[src/rtl/intersection_input_conditioner.sv]
// Sync, debounce and condition raw sensor/button pins for intersection_controller.
// Sensor drop-outs are stretched; pedestrian requests latch until served.
module intersection_input_conditioner #(
  parameter int unsigned CLK_FREQ       = 50_000_000,
  parameter int unsigned DEBOUNCE_MS    = 10,
  parameter int unsigned SENSOR_HOLD_MS = 500
) (
  input  logic clk,
  input  logic rst,
  input  logic ns_sensor_raw,
  input  logic ew_sensor_raw,
  input  logic pd_button_ns_raw,
  input  logic pd_button_ew_raw,
  input  logic pd_FREE_NS,
  input  logic pd_FREE_EW,
  output logic ns_sensor,
  output logic ew_sensor,
  output logic pd_button_ns,
  output logic pd_button_ew,
  output logic pd_press_ns,
  output logic pd_press_ew
);

  localparam logic [31:0] DEB_CYC  = 32'(CLK_FREQ / 1000 * DEBOUNCE_MS);
  localparam logic [31:0] HOLD_CYC = 32'(CLK_FREQ / 1000 * SENSOR_HOLD_MS);
  localparam int N = 4;

  typedef enum logic [1:0] {
    STABLE_LO,
    WAIT_HI,
    STABLE_HI,
    WAIT_LO
  } deb_state_e;

  logic [N-1:0] raw;
  logic [N-1:0] meta_q;
  logic [N-1:0] sync_q;
  logic [N-1:0] lvl_q;
  logic [N-1:0] differ;
  logic [N-1:0] flip;
  logic [N-1:0] rise;
  logic [N-1:0] fall;
  deb_state_e   st_q  [N];
  logic [31:0]  cnt_q [N];

  logic [31:0]  hold_q [2];
  logic [1:0]   free;
  logic [1:0]   free_prev_q;
  logic [1:0]   free_rise;
  logic [1:0]   accept;
  logic [1:0]   btn_q;
  logic [1:0]   press_q;

  // channel order: 0 ns sensor, 1 ew sensor, 2 ns button, 3 ew button
  assign raw    = {pd_button_ew_raw, pd_button_ns_raw,
                   ew_sensor_raw, ns_sensor_raw};
  assign differ = sync_q ^ lvl_q;
  assign rise   = flip & ~lvl_q;
  assign fall   = flip & lvl_q;

  always_comb begin
    flip = '0;
    for (int i = 0; i < N; i++) begin
      unique case (st_q[i])
        STABLE_LO, STABLE_HI:
          flip[i] = differ[i] && (DEB_CYC == 32'd1);
        WAIT_HI, WAIT_LO:
          flip[i] = differ[i] && ((cnt_q[i] + 32'd1) >= DEB_CYC);
        default:
          flip[i] = 1'b0;
      endcase
    end
  end

  always_ff @(posedge clk or negedge rst) begin
    if (!rst) begin
      meta_q <= '0;
      sync_q <= '0;
      lvl_q  <= '0;
      for (int i = 0; i < N; i++) begin
        st_q[i]  <= STABLE_LO;
        cnt_q[i] <= '0;
      end
    end else begin
      meta_q <= raw;
      sync_q <= meta_q;
      for (int i = 0; i < N; i++) begin
        unique case (st_q[i])
          STABLE_LO, STABLE_HI: begin
            if (flip[i]) begin
              lvl_q[i] <= ~lvl_q[i];
              st_q[i]  <= lvl_q[i] ? STABLE_LO : STABLE_HI;
              cnt_q[i] <= '0;
            end else if (differ[i]) begin
              st_q[i]  <= lvl_q[i] ? WAIT_LO : WAIT_HI;
              cnt_q[i] <= 32'd1;
            end
          end
          WAIT_HI, WAIT_LO: begin
            if (!differ[i]) begin
              st_q[i]  <= lvl_q[i] ? STABLE_HI : STABLE_LO;
              cnt_q[i] <= '0;
            end else if (flip[i]) begin
              lvl_q[i] <= ~lvl_q[i];
              st_q[i]  <= lvl_q[i] ? STABLE_LO : STABLE_HI;
              cnt_q[i] <= '0;
            end else begin
              cnt_q[i] <= cnt_q[i] + 32'd1;
            end
          end
          default: begin
            st_q[i]  <= STABLE_LO;
            cnt_q[i] <= '0;
          end
        endcase
      end
    end
  end

  // hold starts on the same edge the debounced level drops, so no gap
  always_ff @(posedge clk or negedge rst) begin
    if (!rst) begin
      hold_q[0] <= '0;
      hold_q[1] <= '0;
    end else begin
      for (int j = 0; j < 2; j++) begin
        if (fall[j])
          hold_q[j] <= HOLD_CYC;
        else if (rise[j])
          hold_q[j] <= '0;
        else if (hold_q[j] != '0)
          hold_q[j] <= hold_q[j] - 32'd1;
      end
    end
  end

  assign free      = {pd_FREE_EW, pd_FREE_NS};
  assign free_rise = free & ~free_prev_q;
  assign accept    = rise[3:2] & ~free & ~free_rise;

  always_ff @(posedge clk or negedge rst) begin
    if (!rst) begin
      free_prev_q <= '0;
      btn_q       <= '0;
      press_q     <= '0;
    end else begin
      free_prev_q <= free;
      press_q     <= accept;
      for (int j = 0; j < 2; j++) begin
        if (free_rise[j])
          btn_q[j] <= 1'b0;
        else if (accept[j])
          btn_q[j] <= 1'b1;
      end
    end
  end

  assign ns_sensor    = lvl_q[0] | (hold_q[0] != '0);
  assign ew_sensor    = lvl_q[1] | (hold_q[1] != '0);
  assign pd_button_ns = btn_q[0];
  assign pd_button_ew = btn_q[1];
  assign pd_press_ns  = press_q[0];
  assign pd_press_ew  = press_q[1];

endmodule

[config.mk]
export PLATFORM = sky130hd
export DESIGN_NAME = intersection_input_conditioner
export DESIGN_NICKNAME = d
export VERILOG_FILES = /design/src/rtl/intersection_input_conditioner.sv
export SDC_FILE = /design/constraint.sdc
export NUM_CORES = 1
export LEC_CHECK = 0
export BUFFER_PORTS_ARGS = -buffer_cell sky130_fd_sc_hd__buf_4
export CORE_ASPECT_RATIO = 0.9
export CORE_MARGIN = 5
export CORE_UTILIZATION = 45
export DETAILED_ROUTE_END_ITERATION = 10
export PLACE_DENSITY = 0.65
export SYNTH_ARGS = -nofsm -noshare
export SYNTH_HDL_FRONTEND = slang
export SYNTH_SLANG_ARGS = --single-unit
[constraint.sdc]
create_clock -name clk -period 2.9 [get_ports clk]
set_input_delay 0.145 -clock clk [delete_from_list [all_inputs] [get_ports clk]]
set_output_delay 0.145 -clock clk [all_outputs]
set_load 0.01 [all_outputs]
# Word level (Yosys, flattened, before mapping)
# Index checks and enable logic that the tools add are counted.
[totals] regBits=218 output_inout_bits=6 wordCells=174
[classes] add_sub_neg=6 magnitude_cmp=4 n_eq_ne=24 mux=78 bitwise=16 n_reduce_logical=26
[ops] operator="$mux W32" count=22
[ops] operator="$pmux W32 S2" count=4
[ops] operator="$add A32 B1 Y32 const B" count=4
[ops] operator="$ge A32 B19 Y1 const B" count=4
[ops] operator="$reduce_bool A32 Y1" count=2
[ops] operator="$sub A32 B1 Y32 const B" count=2
[ops] operator="$mux W2" count=28
[ops] operator="$ne A3 B3 Y1 const B" count=8
[ops] operator="$eq A2 B2 Y1 const B" count=8
[ops] operator="$pmux W1 S2" count=8
[ops] operator="$pmux W2 S2" count=4
[ops] operator="$reduce_or A2 Y1" count=8
[ops] operator="$mux W1" count=12
[ops] operator="$and A2 B2 Y2" count=4
[ops] operator="$eq A2 B1 Y1 const B" count=4
[ops] operator="$logic_not A2 Y1" count=4
[ops] operator="$ne A2 B2 Y1 const B" count=4
[ops] operator="$reduce_and A2 Y1" count=4
[ops] operator="$not A2 Y2" count=3
[ops] operator="$reduce_bool A3 Y1" count=2
[ops] operator="$and A4 B4 Y4" count=1
[ops] operator="$logic_and A1 B1 Y1" count=4
[ops] operator="$not A1 Y1" count=4
[ops] operator="$not A4 Y4" count=1
[ops] operator="other kinds (3)" count=5

# Depth between registers and ports, before layout
# Gate-level depths: netlist of the first run.
[depth] depth_word=9 mapped_depth=14

# Least setup slack after synthesis of the first run
# OpenSTA, ideal clock, no wires.
[synth_timing] kind="reg2reg" start="register cnt_q[0] in the netlist's numbering" end="register cnt_q[18] in the netlist's numbering" setup_ps=124 t_arrival_ps=2849 path_slack_ps=-73 path_stages_with_launch=12 cell_sequence="dfrtp_1 > ha_1 > nand4_1 > or4_1 > or3_1 > and2_1 > a2111oi_0 > o21ai_1 > nand4_2 > buf_4 > nor3_1 > a211o_1"
[synth_via] elab_chain_cells=7 word_cells_on_any_way=9 cone_classes="add/sub: 1; order compare: 1; eq/ne: 1; mux: 5; reduce/logical: 1"
[synth_rtl] element="from (decl)" line="44" rtl="logic [31:0] cnt_q [N];"
[synth_rtl] element="from (signal, indexed assignment)" line="108" rtl="cnt_q[i] <= cnt_q[i] + 32'd1;"
[synth_rtl] element="$add A32 B1 Y32 *" line="68, 108"
[synth_rtl] element="$ge A32 B19 Y1" line="68" rtl="flip[i] = differ[i] && ((cnt_q[i] + 32'd1) >= DEB_CYC);"
[synth_rtl] element="$logic_and A1 B1 Y1" line="68"
[synth_rtl] element="$pmux W1 S2" line="64" rtl="unique case (st_q[i])"
[synth_rtl] element="$mux W32" line="103" rtl="end else if (flip[i]) begin"
[synth_rtl] element="$mux W32" line="100" rtl="if (!differ[i]) begin"
[synth_rtl] element="$pmux W32 S2" line="88" rtl="unique case (st_q[i])"
# Every way passes the cells marked *; elsewhere a longest branch is shown, timed or not.
# A chain may end at the register's enable or synchronous reset.

# Worst setup path in the final report of the first run
[layout_timing] start="register cnt_q[96] in the netlist's numbering" end="register hold_q[46] in the netlist's numbering"
[layout_via] elab_chain_cells=7 word_cells_on_any_way=9 cone_classes="add/sub: 1; order compare: 1; mux: 3; bitwise: 2; reduce/logical: 2"
[layout_rtl] element="$add A32 B1 Y32 *" line="68"
[layout_rtl] element="$ge A32 B19 Y1 *" line="68"
[layout_rtl] element="$logic_and A1 B1 Y1 *" line="68"
[layout_rtl] element="$pmux W1 S2 *" line="64"
[layout_rtl] element="$and A4 B4 Y4" line="58" rtl="assign rise = flip & ~lvl_q;"
[layout_rtl] element="$mux W32" line="129" rtl="else if (rise[j])"
[layout_rtl] element="$mux W32" line="127" rtl="if (fall[j])"
[layout_rtl] element="to (signal, indexed assignment)" line="132" rtl="hold_q[j] <= hold_q[j] - 32'd1;"
[layout_rtl] element="to (decl)" line="46" rtl="logic [31:0] hold_q [2];"
# Marked as above.

==> impl_metrics.tcl, run 1 <==
set metrics [dict create \
    grt_max_degree 85 \
    power.density_mw_per_mm2 415 \
    fin_crit_ns 2.81 \
    p_clk_share_pct 47.5 \
    ant_nets 0 \
    yosys.area_share.simple_pct 30.5 \
    dr_total_vias 10800 \
    antenna_found_initial 0 \
    synth_edf_count 0 \
    synthCells 1380 \
    fmax_mhz 356 \
    pre_cts_ws_ns -0.150 \
    drive_gt1_share_pct 21.9 \
    post-route-period-util_pct 96.8 \
    grt_pass1_wl_um 48300 \
    synthArstFlopShare_pct 100 \
    worstSetupPathType "flop to flop" \
    multi_input_area_mm2 0.00674 \
    clock_latency_ns 0.53 \
    regArea_mm2 0.00536 \
    slew_headroom_pct 36.2 \
    synthTopCellsByArea "dfrtp_1 44%, nor2_1 4.6%, nand2_1 4.3%, xnor2_1 3.5%, nand3_1 3.2%" \
    synth_seq_area_share_pct 44.2 \
    overflow 0 \
    drv_cap 0 \
    p_seq_share_pct 47.7 \
    irDropWorstVdd_mv 0.368 \
    wire_per_inst_um 14.7 \
    cts.clk_slew.worst_paths_ns 0.06 \
    yosys-top-cells-count "214 x dfrtp_1, 147 x nor2_1, 138 x nand2_1, 77 x nand3_1, 61 x o21ai_0" \
    yosysWarnings 0 \
    cts_tree "done" \
    synth_most_common_cell "dfrtp_1" \
    numCtsBuffers 26 \
    worstSetupStartpoint "cnt_q[96]$_DFFE_PN0P_" \
    synth_top_family_by_area "simple AND/OR/NAND/NOR gates" \
    r2r_start "cnt_q[96]$_DFFE_PN0P_" \
    power.total_mw 6.38 \
    fillerInstances 2338 \
    synth_top_flop_cell "dfrtp_1" \
    gp_congestion 0.882 \
    worst_slew_pin_slew_ns 0.954 \
    clock-sinks 214 \
    synth_xor_area_share_pct 5.42 \
    swShare_pct 22.0 \
    clockRootBuffer "clkbuf_16" \
    syn_area_mm2 0.0121 \
    num_antenna_cells 0 \
    synth_cell_types 89 \
    wl_um 28400 \
    dp_hpwl_um 19100 \
    hold_path.class "input pin to async pin" \
    crit_required_ns 3.30 \
    fp.coreArea_mm2 0.0267 \
    via_per_inst 5.57 \
    finalHoldViolations 0 \
    grt_pass1_vias 10100 \
    crit_fanout 8 \
    finalSetupViolations 0 \
    crit_path_start_kind "flop" \
    synth-adder-area-share_pct 0.619 \
    die_h_um 166 \
    ioPinCount 14 \
    die_x_um 183 \
    synth_top_area_share_pct 44.2 \
    leakage_nw 7.11 \
    grt_usage_pct 18.1 \
    power.internal_mw 4.98 \
    fin_util_pct 57.5 \
    drt_iter0_markers 665 \
    start_util_pct 45.3 \
    syn_area_per_cell_um2 8.78 \
    synth_nets 1394 \
    p_comb_share_pct 4.8 \
    status "finished clean" \
    synth-seq-cells 214 \
    crit_path_end_kind "flop" \
    die_area_mm2 0.0303 \
    rows 57 \
    setup_ws_ns 0.0940 \
    fin_hold_ws_ns 0.184 \
    rsz0062_at_grt "yes" \
    switching_power_mw 1.40 \
    area_delta_synth_final_pct 26.8 \
    cp_data_arrival_time_ns 3.20 \
    synth_compound_area_share_pct 14.3 \
    finClkSkew_ns 0.00796 \
    drt-pass1-iter-count 5 \
    drc 0 \
    slew_violations 0 \
    portBuffers 13 \
    final_nets 1577 \
    muxShareOfSynthArea_pct 1.27 \
    htreeDepth 1 \
    synth_top_area_cell "dfrtp_1" \
    cts.path.max_buffers 3 \
]
[cell families after synthesis]
group | Yosys count
fa+ha+maj | 6
mux | 15
buf+inv | 105
simple gates | 703
xor+xnor | 75
flops | 214
compound gates | 262
[cells in the final DEF (no fill, tap or decap), types with 10 or more instances in the layout]
cell       count
dfrtp_1      210
buf_4        197
nor2_1       143
nand2_1      137
nand3_1       74
and2_1        57
o21ai_0       55
nor3_1        51
xnor2_1       49
a21oi_1       48
inv_1         36
nand4_1       36
nor4_1        33
or3_1         31
clkbuf_16     30
a31oi_1       29
xor2_1        26
and3_1        21
a21o_1        18
o21ai_1       13
or4_1         12
a211oi_1      11
mux2i_1       11
nand2b_1      10
[registers in the layout, summed over array words and instances (netlist names)]
register and cells:
lvl_q 4, st_q 4, hold_q 64, meta_q 4
sync_q 4, free_prev_q 2, btn_q 2, press_q 2
cnt_q 128
[final cells by class]
type                       instances  share of cell area [%]
clock buffer                      40                    5.11
multi-input combinational       1061                    43.9
clock inverter                     3                  0.0977
timing repair buffer             224                    12.3
sequential                       214                    34.9
inverter                          36                   0.879
tap                              354                    2.88
[layer usage]
metal	wire [µm]	vias up	GRT usage (%)
met3	979	39	2.52
met2	12900	164	27.8
met1	14100	5205	27.5
met5	0	-	0
met4	491	0	3.82
li1	-	5359	-
[worst paths after layout]
kind	slack (ns)	end	depth (start not counted)
worst min register to register	0.35	sync_q[1]$_DFF_PN0_	0
worst max-delay path	0.09	hold_q[46]$_DFFE_PN0P_	15
min in group clk	0.27	meta_q[2]$_DFF_PN0_	2
worst max register to register	0.09	hold_q[46]$_DFFE_PN0P_	15
max in group asynchronous	1.84	cnt_q[88]$_DFFE_PN0P_	3
worst min-delay path	0.18	cnt_q[35]$_DFFE_PN0P_	2
[critical path: stages, from the launching register on]
cell      delay (ns)
dfrtp_1         0.40
buf_6           0.13
ha_4            0.16
nand3_4         0.09
buf_6           0.12
nor4_2          0.03
buf_4           0.15
buf_4           0.14
nor4b_2         0.24
o21ai_1         0.09
a21o_1          0.20
o211ai_2        0.24
nor2b_4         0.31
or2_4           0.18
buf_4           0.14
o21ai_1         0.07
[through the flow]
step | setup TNS (ns) | instances | instance area (µm²)
after floorplan | 0 | 1380 | 12100
after global placement | -0.918 | 1856 | 13800
after detailed placement | -3.59 | 1856 | 13800
after CTS | -0.00869 | 1906 | 14700
after global routing | -1.02 | 1932 | 15400
final | 0 | 1932 | 15400
[power groups by stage]
| stage | logic, mW | clock network [mW] | registers (mW) |
|---|---|---|---|
| CTS | 0.281 | 3.14 | 3.04 |
| detailed placement | 0.272 | 0 | 3.10 |
| floorplan | 0.110 | 0 | 3.09 |
| finish | 0.308 | 3.03 | 3.05 |
| global placement | 0.266 | 0 | 3.09 |
| global route | 0.348 | 3.27 | 3.05 |
[timing repair]
action                     4_1_cts  5_1_grt
gates resized for setup         19       77
hold endpoints to repair        91        0
buffers inserted                 0       22
cloned                           0        4
hold buffers                     7        0
setup endpoints to repair       56      107
pin swaps                        2       27
Power figures use the tool's default switching activity.
==> inputs of run 2 (changes only) <==
- CORE_MARGIN: 5 -> 4
- HOLD_SLACK_MARGIN: default -> 0.15
==> run 2 against run 1 <==
  * Largest power group unchanged
  * Power is 0.78% lower
  * Global-route usage increased by 0.50 points
  * Clock skew increased by 0.00069 ns
==> impl_metrics.tcl, run 2 (synthesized netlist as in run 1, its figures left out) <==
set metrics [dict create \
    crit_path_end_kind "flop" \
    wire_per_inst_um 15.1 \
    setup_ws_ns 0.0649 \
    cts_tree "done" \
    final_cell_mix "211 x dfrtp_1, 172 x buf_4, 143 x nor2_1" \
    slew_violations 0 \
    irDropWorstVdd_mv 0.346 \
    dp_hpwl_um 19000 \
    start_util_pct 46.1 \
    die_x_um 181 \
    num_antenna_cells 0 \
    overflow 0 \
    cpMaxStageDelayCell "or4_4" \
    drive_gt1_share_pct 22.0 \
    fin_hold_ws_ns 0.244 \
    die_h_um 164 \
    via_per_inst 5.69 \
    wl_um 28800 \
    worstSetupPathType "flop to flop" \
    area_delta_synth_final_pct 26.0 \
    final_common_cell "dfrtp_1" \
    grt_pass1_vias 10100 \
    status "finished clean" \
    clockRootBuffer "clkbuf_16" \
    portBuffers 13 \
    rsz0062_at_grt "yes" \
    clock_latency_ns 0.52 \
    fp.coreArea_mm2 0.0263 \
    crit_path_start_kind "flop" \
    post-route-period-util_pct 97.8 \
    drt-pass1-iter-count 6 \
    finClkSkew_ns 0.00865 \
    ant_nets 0 \
    power.density_mw_per_mm2 415 \
    cp_slowest_stage_delay_ns 0.49 \
    htreeDepth 1 \
    rows 56 \
    drv_cap 0 \
    die_area_mm2 0.0296 \
    cp_data_arrival_time_ns 3.27 \
    hold_path.class "input pin to async pin" \
    crit_fanout 7 \
    drc 0 \
    pre_cts_ws_ns -0.0524 \
    leakage_nw 7.00 \
    crit_chain "ha_2 > nand4_1 > buf_4 > nor4_2 > buf_4 > nand3_2 > o21bai_1 > a22oi_2 > nand3_2 > buf_6 > or4_4 > o21ai_1" \
    gp_congestion 0.860 \
    worst_slew_pin_slew_ns 0.797 \
    antenna_found_initial 0 \
    dr_total_vias 10800 \
    fin_crit_ns 2.84 \
    grt_max_degree 98 \
    ioPinCount 14 \
    grt_usage_pct 18.6 \
    reg_top3 "cnt_q (128), hold_q (64)" \
    fillerInstances 2288 \
    clock-sinks 214 \
    finalHoldViolations 0 \
    drt_iter0_markers 802 \
    fmax_mhz 353 \
    slew_headroom_pct 46.9 \
    finalSetupViolations 0 \
    grt_pass1_wl_um 48100 \
    final_nets 1553 \
    largest_register_ffs 128 \
    cts.clk_slew.worst_paths_ns 0.06 \
    numCtsBuffers 24 \
    largest-register "cnt_q" \
    crit_required_ns 3.34 \
    cts.path.max_buffers 3 \
]
run 2: cell types whose count changed in the layout (fill, tap and decap cells not counted), moves of 4 or more:
cell,delta
nor4_4,-6
clkinv_2,+4
clkinvlp_4,+4
nor4_2,+9
clkbuf_1,-6
buf_4,-25
run 2: timing repair:
action	in CTS	in global routing
buffers inserted	3	15
hold endpoints to repair	103	0
gates resized for setup	10	94
hold buffers	7	0
pin swaps	2	29
setup endpoints to repair	42	128
cloned	0	4
run 2: routing by layer:
layer	track usage, %	routed length, µm	vias up
met5	0	0	-
met4	4.37	579	0
met3	2.04	1070	46
met2	29.7	13000	202
met1	27.5	14100	5267
li1	-	-	5331
run 2: critical path, delay by kind of cell, from the launching register on:
family / cells / cell delay (ns)
adders and majority gates: 1 / 0.20
AOI/OAI and AO/OA: 3 / 0.49
DFF: 1 / 0.39
buffers and inverters: 3 / 0.55
and+or+nand+nor: 5 / 1.13
run 2: final timing paths:
kind | slack [ns] | cells after the start | start | endpoint
max | 0.06 | 12 | cnt_q[64]$_DFFE_PN0P_ | cnt_q[79]$_DFFE_PN0P_
min | 0.24 | 2 | rst | cnt_q[78]$_DFFE_PN0P_
max reg2reg | 0.06 | 12 | cnt_q[64]$_DFFE_PN0P_ | cnt_q[79]$_DFFE_PN0P_
min reg2reg | 0.34 | 0 | meta_q[1]$_DFF_PN0_ | sync_q[1]$_DFF_PN0_
max in group asynchronous | 1.84 | 3 | rst | hold_q[50]$_DFFE_PN0P_
min in group clk | 0.28 | 2 | pd_button_ew_raw | meta_q[3]$_DFF_PN0_
run 2: cell type report:
cell class                      count  area [µm²]  area share [%]
Clock inverter                     12        73.8           0.483
Tap cell                          348         435            2.85
Clock buffer                       32         712            4.66
Inverter                           36         135           0.885
Multi-Input combinational cell   1061        6770            44.4
Sequential cell                   214        5360            35.1
Timing Repair Buffer              202        1780            11.7
run 2: where the power goes:
group | internal (mW) | total, mW | leakage [nW] | switching, mW
clock network | 1.73 | 2.97 | 0.384 | 1.25
registers | 3.01 | 3.04 | 2.94 | 0.0259
logic | 0.132 | 0.319 | 3.68 | 0.187
total | 4.87 | 6.33 | 7.00 | 1.46
run 2: metrics by stage:
stage | cells | utilization [%] | power (mW) | setup TNS [ns] | instance area [µm²]
after floorplan | 1380 | - | 3.20 | 0 | 12100
after CTS | 1886 | 55.5 | 6.40 | -0.0101 | 14600
after detailed placement | 1832 | 52.1 | 3.37 | -0.564 | 13700
final | 1905 | 58.1 | 6.33 | 0 | 15300
after global routing | 1905 | 58.1 | 6.61 | -1.47 | 15300
after global placement | 1832 | 52.1 | 3.37 | -0.0150 | 13700
==> inputs of run 3 (changes only) <==
- BUFFER_PORTS_ARGS: -buffer_cell sky130_fd_sc_hd__buf_4 -> -buffer_cell sky130_fd_sc_hd__buf_2
- TNS_END_PERCENT: default -> 50
==> run 3 against run 2 <==
  * Non-clock buffer count increased by 5
  * Largest power group is now the clock network
  * Count of clock-buffer cells in the layout increased by 4
  * Clock skew rose by 0.0020 ns
  * Combinational power about the same
  * Clock power rose by 8.8%
  * Power grew 4.1%
  * Core utilization is 0.20 points higher
==> impl_metrics.tcl, run 3 (synthesized netlist as in run 1, its figures left out) <==
set metrics [dict create \
    numCtsBuffers 25 \
    clock-sinks 214 \
    ant_nets 0 \
    die_h_um 164 \
    cpMaxStageDelayCell "dfrtp_1" \
    cts_tree "done" \
    worst_slew_pin_slew_ns 0.953 \
    die_area_mm2 0.0296 \
    cts.clk_slew.worst_paths_ns 0.06 \
    crit_fanout 6 \
    largest_register_ffs 128 \
    rows 56 \
    worstSetupPathType "flop to flop" \
    drt-pass1-iter-count 5 \
    final_nets 1559 \
    post-route-period-util_pct 97.2 \
    fillerInstances 2280 \
    cpMostUsedCell "buf_6" \
    cts.path.max_buffers 3 \
    slew_violations 0 \
    irDropWorstVdd_mv 0.337 \
    final_cell_mix "211 x dfrtp_1, 164 x buf_4, 145 x nor2_1" \
    setup_ws_ns 0.0803 \
    drv_cap 0 \
    final_common_cell "dfrtp_1" \
    power.total_mw 6.59 \
    drive_gt1_share_pct 22.4 \
    cp_slowest_stage_delay_ns 0.40 \
    busiest_layer "met2" \
    via_per_inst 5.70 \
    overflow 0 \
    rsz0062_at_grt "yes" \
    wl_um 29600 \
    slew_headroom_pct 36.2 \
    use_met1_pct 26.7 \
    fin_crit_ns 2.82 \
    clock_latency_ns 0.53 \
    die_x_um 181 \
    largest-register "cnt_q" \
    finalHoldViolations 0 \
    drt_iter0_markers 782 \
    portBuffers 13 \
    crit_path_start_kind "flop" \
    fp.coreArea_mm2 0.0263 \
    dp_hpwl_um 19100 \
    antenna_found_initial 0 \
    area_delta_synth_final_pct 26.4 \
    crit_required_ns 3.35 \
    grt_usage_pct 18.8 \
    dr_total_vias 10900 \
    htreeDepth 1 \
    fin_hold_ws_ns 0.238 \
    grt_pass1_wl_um 48500 \
    hold_path.class "input pin to async pin" \
    status "finished clean" \
    drc 0 \
    final.setup.tns_ns 0 \
    grt_use_met3_pct 2.55 \
    clockRootBuffer "clkbuf_16" \
    grt_use_met2_pct 30.9 \
    start_util_pct 46.1 \
    grt_pass1_vias 10200 \
    fmax_mhz 355 \
    grt_max_degree 90 \
    cp_data_arrival_time_ns 3.27 \
    leakage_nw 7.05 \
    ioPinCount 14 \
    finClkSkew_ns 0.0106 \
    pre_cts_ws_ns -0.0890 \
    reg_top3 "cnt_q (128), hold_q (64)" \
    crit_chain "ha_2 > nand3_2 > buf_6 > nor4_2 > buf_4 > buf_6 > a311o_1 > a22o_1 > a211oi_2 > o211ai_4 > nor2b_4 > or2_4 > buf_6 > o21ai_1" \
    gp_congestion 0.846 \
    finalSetupViolations 0 \
    power.density_mw_per_mm2 430 \
    num_antenna_cells 0 \
    wire_per_inst_um 15.5 \
    crit_path_end_kind "flop" \
]
run 3: cell count changes in the layout (fill, tap and decap cells not counted), moves of 3 or more:
cell,delta
clkbuf_1,+4
nor4_4,+5
nand3_2,+3
nor4_1,-4
clkinv_2,-5
buf_6,+5
buf_2,+15
bufinv_16,+3
clkinvlp_4,-3
o21ai_1,-3
nor2_2,-3
buf_12,-5
buf_4,-8
run 3: per-layer routing:
layer,share of wire [%],vias up
met3,3.6,39
met5,0,-
met2,47,183
met4,1.8,0
met1,47,5347
li1,-,5308
run 3: final cells by class:
type	instances	area [µm²]	area share, %
multi-input combinational	1061	6840	44.6
timing repair buffer	207	1710	11.2
clock inverter	7	116	0.759
tap	348	435	2.84
inverter	36	135	0.882
clock buffer	36	727	4.74
sequential	214	5360	35.0
run 3: final timing paths:
| path | startpoint | endpoint | slack, ns | depth (start not counted) |
|---|---|---|---|---|
| worst max register to register | cnt_q[96]$_DFFE_PN0P_ | hold_q[46]$_DFFE_PN0P_ | 0.08 | 14 |
| worst max-delay path | cnt_q[96]$_DFFE_PN0P_ | hold_q[46]$_DFFE_PN0P_ | 0.08 | 14 |
| min in group clk | pd_button_ns_raw | meta_q[2]$_DFF_PN0_ | 0.26 | 2 |
| worst min register to register | meta_q[1]$_DFF_PN0_ | sync_q[1]$_DFF_PN0_ | 0.35 | 0 |
| worst min-delay path | rst | press_q[1]$_DFF_PN0_ | 0.24 | 2 |
| max in group asynchronous | rst | hold_q[33]$_DFFE_PN0P_ | 1.84 | 3 |
run 3: repair_timing:
action | 4_1_cts | 5_1_grt
hold buffers | 7 | 0
pin swaps | 3 | 37
endpoints found under the hold margin | 97 | 0
gates resized for setup | 14 | 105
cloned | 0 | 7
endpoints found under the setup margin | 50 | 141
buffers inserted | 1 | 22
run 3: stage by stage:
stage	utilization [%]	instance area, µm²	std cells
floorplan	-	12100	1380
global placement	51.7	13600	1829
detailed placement	51.7	13600	1829
CTS	55.4	14600	1880
global route	58.3	15300	1909
finish	58.3	15300	1909
run 3: worst max-delay path, delay by kind of cell (launching register included):
family,cells,cell delay [ns]
AOI/OAI and AO/OA,5,1.00
and+or+nand+nor,4,0.59
DFF,1,0.40
adders and majority gates,1,0.21
buffers and inverters,4,0.54
run 3: power by group:
part,internal (mW),leakage [nW],total [mW],switching (mW)
clock network,2.00,0.412,3.23,1.23
logic,0.131,3.70,0.321,0.190
registers,3.02,2.94,3.04,0.0281
total,5.14,7.05,6.59,1.45
